**src/rtl/i2c_target_regs.sv**
```systemverilog
// I2C target with a DEPTH x 8 register file and an auto-incrementing register pointer.
// Every register write is also reported on a one-cycle strobe.
module i2c_target_regs #(
  parameter logic [6:0]  DEV_ADDR   = 7'h39,
  parameter int unsigned DEPTH      = 16,
  parameter int unsigned FILTER_LEN = 3
) (
  input  logic                     clk,
  input  logic                     rstn,
  input  logic                     scl_i,
  input  logic                     sda_i,
  output logic                     sda_oe,
  output logic                     wr_en,
  output logic [$clog2(DEPTH)-1:0] wr_addr,
  output logic [7:0]               wr_data,
  output logic                     busy
);

  localparam int unsigned AW = $clog2(DEPTH);
  localparam int unsigned CW = $clog2(FILTER_LEN + 1);

  typedef enum logic [3:0] {
    StIdle, StAddr, StAddrAck, StReg, StRegAck, StWdata, StWdataAck, StRdata, StRdataAck
  } state_e;

  // Index 0 = SCL, index 1 = SDA. Idle bus level is high.
  logic [1:0]    meta_q, sync_q, filt_q, filt_prev_q;
  logic [CW-1:0] cnt_q [2];

  always_ff @(posedge clk or negedge rstn) begin
    if (!rstn) begin
      meta_q      <= '1;
      sync_q      <= '1;
      filt_q      <= '1;
      filt_prev_q <= '1;
      cnt_q[0]    <= '0;
      cnt_q[1]    <= '0;
    end else begin
      meta_q      <= {sda_i, scl_i};
      sync_q      <= meta_q;
      filt_prev_q <= filt_q;
      for (int i = 0; i < 2; i++) begin
        if (sync_q[i] == filt_q[i]) begin
          cnt_q[i] <= '0;
        end else if (cnt_q[i] == CW'(FILTER_LEN - 1)) begin
          filt_q[i] <= sync_q[i];
          cnt_q[i]  <= '0;
        end else begin
          cnt_q[i] <= cnt_q[i] + 1'b1;
        end
      end
    end
  end

  logic scl_f, sda_f, scl_rise, scl_fall, start_ev, stop_ev;
  assign scl_f    = filt_q[0];
  assign sda_f    = filt_q[1];
  assign scl_rise = scl_f & ~filt_prev_q[0];
  assign scl_fall = ~scl_f & filt_prev_q[0];
  assign start_ev = scl_f & filt_prev_q[1] & ~sda_f;
  assign stop_ev  = scl_f & ~filt_prev_q[1] & sda_f;

  state_e          state_q, state_d;
  logic [2:0]      bit_cnt_q, bit_cnt_d;
  logic [7:0]      shift_q, shift_d;
  logic [AW-1:0]   ptr_q, ptr_d;
  logic            rw_q, rw_d;
  logic            pend_q, pend_d;
  logic            sda_oe_q, sda_oe_d;
  logic            busy_q, busy_d;
  logic            wr_en_q, wr_en_d;
  logic [AW-1:0]   wr_addr_q, wr_addr_d;
  logic [7:0]      wr_data_q, wr_data_d;
  logic [7:0]      mem_q [DEPTH];
  logic            mem_we;
  logic [7:0]      byte_in, rd_byte;

  assign byte_in = {shift_q[6:0], sda_f};
  assign rd_byte = mem_q[ptr_q];

  always_comb begin
    state_d   = state_q;
    bit_cnt_d = bit_cnt_q;
    shift_d   = shift_q;
    ptr_d     = ptr_q;
    rw_d      = rw_q;
    pend_d    = pend_q;
    sda_oe_d  = sda_oe_q;
    busy_d    = busy_q;
    wr_en_d   = 1'b0;
    wr_addr_d = wr_addr_q;
    wr_data_d = wr_data_q;
    mem_we    = 1'b0;
    if (start_ev) begin
      state_d   = StAddr;
      bit_cnt_d = '0;
      busy_d    = 1'b1;
      sda_oe_d  = 1'b0;
      pend_d    = 1'b0;
    end else if (stop_ev) begin
      state_d  = StIdle;
      busy_d   = 1'b0;
      sda_oe_d = 1'b0;
      pend_d   = 1'b0;
    end else begin
      unique case (state_q)
        StAddr: if (scl_rise) begin
          shift_d   = byte_in;
          bit_cnt_d = bit_cnt_q + 3'd1;
          if (bit_cnt_q == 3'd7) begin
            if (byte_in[7:1] == DEV_ADDR) begin
              state_d = StAddrAck;
              rw_d    = byte_in[0];
            end else begin
              state_d = StIdle;
              busy_d  = 1'b0;
            end
          end
        end
        // First SCL fall starts the ACK bit, the second one ends it.
        StAddrAck: if (scl_fall) begin
          if (!sda_oe_q) begin
            sda_oe_d = 1'b1;
          end else if (!rw_q) begin
            state_d  = StReg;
            sda_oe_d = 1'b0;
          end else begin
            state_d   = StRdata;
            bit_cnt_d = '0;
            shift_d   = rd_byte;
            ptr_d     = ptr_q + 1'b1;
            sda_oe_d  = ~rd_byte[7];
          end
        end
        StReg: if (scl_rise) begin
          shift_d   = byte_in;
          bit_cnt_d = bit_cnt_q + 3'd1;
          if (bit_cnt_q == 3'd7) begin
            ptr_d   = byte_in[AW-1:0];
            state_d = StRegAck;
          end
        end
        StRegAck, StWdataAck: if (scl_fall) begin
          if (!sda_oe_q) begin
            sda_oe_d = 1'b1;
          end else begin
            sda_oe_d = 1'b0;
            state_d  = StWdata;
          end
        end
        StWdata: if (scl_rise) begin
          shift_d   = byte_in;
          bit_cnt_d = bit_cnt_q + 3'd1;
          if (bit_cnt_q == 3'd7) begin
            wr_en_d   = 1'b1;
            wr_addr_d = ptr_q;
            wr_data_d = byte_in;
            mem_we    = 1'b1;
            ptr_d     = ptr_q + 1'b1;
            state_d   = StWdataAck;
          end
        end
        StRdata: if (scl_fall) begin
          if (pend_q) begin
            // Byte loaded at the master ACK; its MSB goes out at the end of that ACK bit.
            pend_d   = 1'b0;
            sda_oe_d = ~shift_q[7];
          end else if (bit_cnt_q == 3'd7) begin
            sda_oe_d  = 1'b0;
            bit_cnt_d = '0;
            state_d   = StRdataAck;
          end else begin
            bit_cnt_d = bit_cnt_q + 3'd1;
            shift_d   = {shift_q[6:0], 1'b0};
            sda_oe_d  = ~shift_q[6];
          end
        end
        StRdataAck: if (scl_rise) begin
          if (!sda_f) begin
            shift_d = rd_byte;
            ptr_d   = ptr_q + 1'b1;
            pend_d  = 1'b1;
            state_d = StRdata;
          end else begin
            state_d = StIdle;
          end
        end
        default: ;
      endcase
    end
  end

  always_ff @(posedge clk or negedge rstn) begin
    if (!rstn) begin
      state_q   <= StIdle;
      bit_cnt_q <= '0;
      shift_q   <= '0;
      ptr_q     <= '0;
      rw_q      <= 1'b0;
      pend_q    <= 1'b0;
      sda_oe_q  <= 1'b0;
      busy_q    <= 1'b0;
      wr_en_q   <= 1'b0;
      wr_addr_q <= '0;
      wr_data_q <= '0;
      for (int i = 0; i < int'(DEPTH); i++) mem_q[i] <= '0;
    end else begin
      state_q   <= state_d;
      bit_cnt_q <= bit_cnt_d;
      shift_q   <= shift_d;
      ptr_q     <= ptr_d;
      rw_q      <= rw_d;
      pend_q    <= pend_d;
      sda_oe_q  <= sda_oe_d;
      busy_q    <= busy_d;
      wr_en_q   <= wr_en_d;
      wr_addr_q <= wr_addr_d;
      wr_data_q <= wr_data_d;
      if (mem_we) mem_q[ptr_q] <= byte_in;
    end
  end

  assign sda_oe  = sda_oe_q;
  assign busy    = busy_q;
  assign wr_en   = wr_en_q;
  assign wr_addr = wr_addr_q;
  assign wr_data = wr_data_q;

endmodule
```
**config.mk**
```make
export PLATFORM = sky130hd
export DESIGN_NAME = i2c_target_regs
export DESIGN_NICKNAME = d
export VERILOG_FILES = /design/src/rtl/i2c_target_regs.sv
export SDC_FILE = /design/constraint.sdc
export NUM_CORES = 1
export LEC_CHECK = 0
export BUFFER_PORTS_ARGS = -buffer_cell sky130_fd_sc_hd__buf_2
export CORE_MARGIN = 2
export CORE_UTILIZATION = 60
export CTS_BUF_LIST = sky130_fd_sc_hd__clkbuf_4
export CTS_CLUSTER_DIAMETER = 60
export CTS_CLUSTER_SIZE = 8
export DETAILED_ROUTE_END_ITERATION = 10
export PLACE_DENSITY = 0.77
export SKIP_LAST_GASP = 1
export SLEW_MARGIN = 40
export SYNTH_ARGS = -nofsm -noshare
export SYNTH_HDL_FRONTEND = slang
export SYNTH_SLANG_ARGS = --single-unit
```
**constraint.sdc**
```tcl
create_clock -name clk -period 3.95 [get_ports clk]
set_input_delay 0.79 -clock clk [delete_from_list [all_inputs] [get_ports clk]]
set_output_delay 0.79 -clock clk [all_outputs]
set_load 0.02 [all_outputs]
```
==> key figures <==
CTS
  • Later-pin clock latency in the skew report: ~570 ps
  • Post_cts resized: 0
  • Hold-fix buffers, CTS: 0
  • Clock Pin Slew Worst Setup and Hold Paths: 140 ps
  • Setup repair bufs after CTS: 0
  • Clock sink total: ~180
  • Root Buffer: clkbuf_4
  • # H-tree levels: 4
  • CTS max path bufs: 2
  • TritonCTS buffer count: 17
  • TritonCTS clock tree: built

Setup path
  • Worst EP arrival: between 3000 and 4000 ps
  • Critical path origin: filt_prev_q[1]
  • Maximum fanout along the worst path: 13
  • Worst reg2reg path startpoint: filt_prev_q[1]
  • CP startpoint kind: flop
  • Reg2reg path depth: 5
  • Crit path to: mem_q[69]
  • Worst path depth: 5
  • Worst path slowest cell: or3_2
  • Cell Chain, Critical Path: xor2_1 -> and2_1 -> or3_2 -> nor3_4 -> mux2_2
  • Worst R2R End: mem_q[69]
  • CP bufs+invs: 0
  • Critical Path Max Stage Delay: roughly 810 ps
  • Required @ worst endpoint: 4400 ps
  • Critical path type: flop to flop
  • CP Capture Type: flop
  • Reg-to-reg slack, setup: a little over 900 ps
  • Family with the most delay on the worst path: simple AND/OR/NAND/NOR gates

Finish
  • Post-layout util: 0.651
  • Final net count: 645
  • Filler cell count: roughly 1000
  • Layout cell share with drive strength beyond 1: 0.397
  • Synth-to-Final Area Change: 5.70%
  • N_diodes: 0

Global route
  • Pin count of the biggest net entering global routing: 83
  • GRT Util Overall: 0.277
  • Vias in the first global route: roughly 5700
  • Initial antenna violation count: 0
  • Global-route wire length before repair: roughly 31000 µm
  • Gr ovfl total: 0

Yosys
  • Syn_nets: between 600 and 700
  • Synth area leaders: dfrtp_1, mux2_2, mux4_2
  • Seq cells post-synth: approximately 180
  • Post-synth EDFFs: 0
  • Sequential fraction of the synthesis area: 0.515
  • Post-synth ARST share: 1.00
  • Prevailing post-synth register cell: dfrtp_1
  • Number of cells produced by synthesis: roughly 640
  • Ys Warns: 0
  • Area share of the largest cell type after synthesis: 0.490
  • Post-Syn Area: between 8000 and 9000 µm²
  • Syn Area/Cell: ~13 µm²
  • Largest area contributor in the netlist: dfrtp_1
  • Unique masters post-synth: just under 60

STA
  • Maximum clock rate: around 330 MHz
  • Hold Vio Cnt, Final: 0
  • Clock Skew: approximately 16 ps
  • Crit share post-route: 0.770
  • Setup_tns: 0 ps
  • Slew Viols, Final: 0
  • RSZ-0062 raised after global routing: false
  • Worst slew margin: 0.447
  • Post-route minimum period: 3040 ps
  • Final Setup Violations: 0
  • Worst-Margin Slew: ~830 ps

Drt
  • Met3 Routed Length: ~1000 µm
  • WL met1: about 8200 µm
  • Drt total wl: about 19000 µm
  • Drt pass-1 iters: 5
  • DR vias/cell: 6.58
  • Via count: between 5000 and 6000
  • WL met2: approximately 9400 µm
  • First DRT Iteration DRCs: 400
  • DRC viols: 0
  • Top sig layer: met4
  • Final ANT Viol Nets: 0
  • DR WL/cell: approximately 23 µm

Floorplan
  • I/O pins: 19
  • Die area: between 15000 and 20000 µm²
  • Rows: 43
  • Core Region: about 14000 µm²
  • Die Ht: 124 µm
  • Starting Density: 0.616
  • Die width: between 100 and 150 µm

Power and ir drop
  • VDD IR max: 238 µV
  • Pwr Density: ~400 nW/µm²
  • Pleak: between 4 and 5 nW

Run status
  • Outcome: finished, final reports clean

Placed design
  • Gp weighted congestion: 0.861
  • Hpwl dp: around 12000 µm
  • I/O Buffers: 18

Min path
  • HP Class: input port to asynchronous set/reset pin

Job
  • Max Cap Viol: 0
[where the power goes]
group          internal (mW)  total [mW]  switching [mW]
Clock                  0.389       0.987           0.598
Combinational          0.170       0.455           0.285
Sequential              1.90        2.18           0.280
Total                   2.46        3.62            1.16
[cells by family after synthesis]
kind of cell | synth area share
multiplexers | 0.290
flip-flops | 0.515
AND/OR/NAND/NOR | 0.0865
AO/OA/AOI/OAI | 0.0688
buffers and inverters | 0.0274
adder cells (fa/ha/maj) | 0.00875
XOR/XNOR | 0.00408
[area by class of cell]
class,instances,area [µm²],share of cell area
timing repair buffer,26,184,0.0203
inverter,7,26.3,0.00290
tap,180,225,0.0248
clock buffer,20,150,0.0166
clock inverter,12,116,0.0128
multi-input combinational,407,3950,0.436
sequential,176,4420,0.487
[how the worst min path moves through the flow]
stage               cells after the start   endpoint       from
finish                                  1       busy       rstn
global route                            1  meta_q[0]      scl_i
CTS                                     1   cnt_q[2]       rstn
detailed placement                      0  sync_q[0]  meta_q[0]
global placement                        0  sync_q[1]  meta_q[1]
floorplan                               0  sync_q[0]  meta_q[0]
[per-layer routing]
metal	global-route usage	vias up
met4	0.104	0
met2	0.441	198
li1	-	2376
met1	0.383	2833
met5	0	-
met3	0.0508	39
[per-stage QoR]
step	setup slack (ps)	total power [mW]	cell area, µm²	std cells	hold slack (ps)
after CTS	908	3.63	9060	828	267
after global routing	776	3.78	9070	828	254
after detailed placement	949	2.65	8790	796	351
after floorplan	1450	2.43	8580	639	345
after global placement	816	2.63	8790	796	346
final	908	3.62	9070	828	217
[synth_stat cells (9+ instances only)]
master and n:
nand2_1 23, nand2b_1 12, nor3_4 12, mux4_2 25
clkbuf_1 38, o21ai_0 11, nor2_1 18, a21oi_1 24
mux2i_1 19, dfrtp_1 168, mux2_2 149, a22oi_1 9
[state kept, by name, summed over array words and instances, names as in the netlist]
name and cells:
mem_q 128, shift_q 8, wr_data 8, cnt_q 4, ptr_q 4, state_q 4
wr_addr 4, bit_cnt_q 3, filt_prev_q 2, filt_q 2, meta_q 2, sync_q 2
busy 1, pend_q 1, rw_q 1, sda_oe 1, wr_en 1
[layout by cell type, fill, tap and decap left out, types with 3 or more instances in the layout]
cell,n
nor3_1,6
mux2i_1,19
o31ai_1,3
xnor2_1,3
nor3b_1,4
o221ai_1,7
clkbuf_4,20
dfstp_2,8
a22oi_1,9
buf_4,6
clkinv_2,4
o311ai_0,4
a21o_1,3
mux2_2,149
nand3b_1,5
mux2_1,5
a22o_1,3
nor3_4,12
nand2b_1,12
mux4_2,25
a21oi_1,24
nand3_1,7
nor2b_1,7
clkinv_1,3
nor2_1,18
dfrtp_1,166
buf_2,17
nand2_1,23
o22ai_1,4
ha_1,6
o211ai_1,3
inv_1,7
o21ai_0,11
nand4_1,6
No activity file was read; power rests on OpenSTA's default activity.
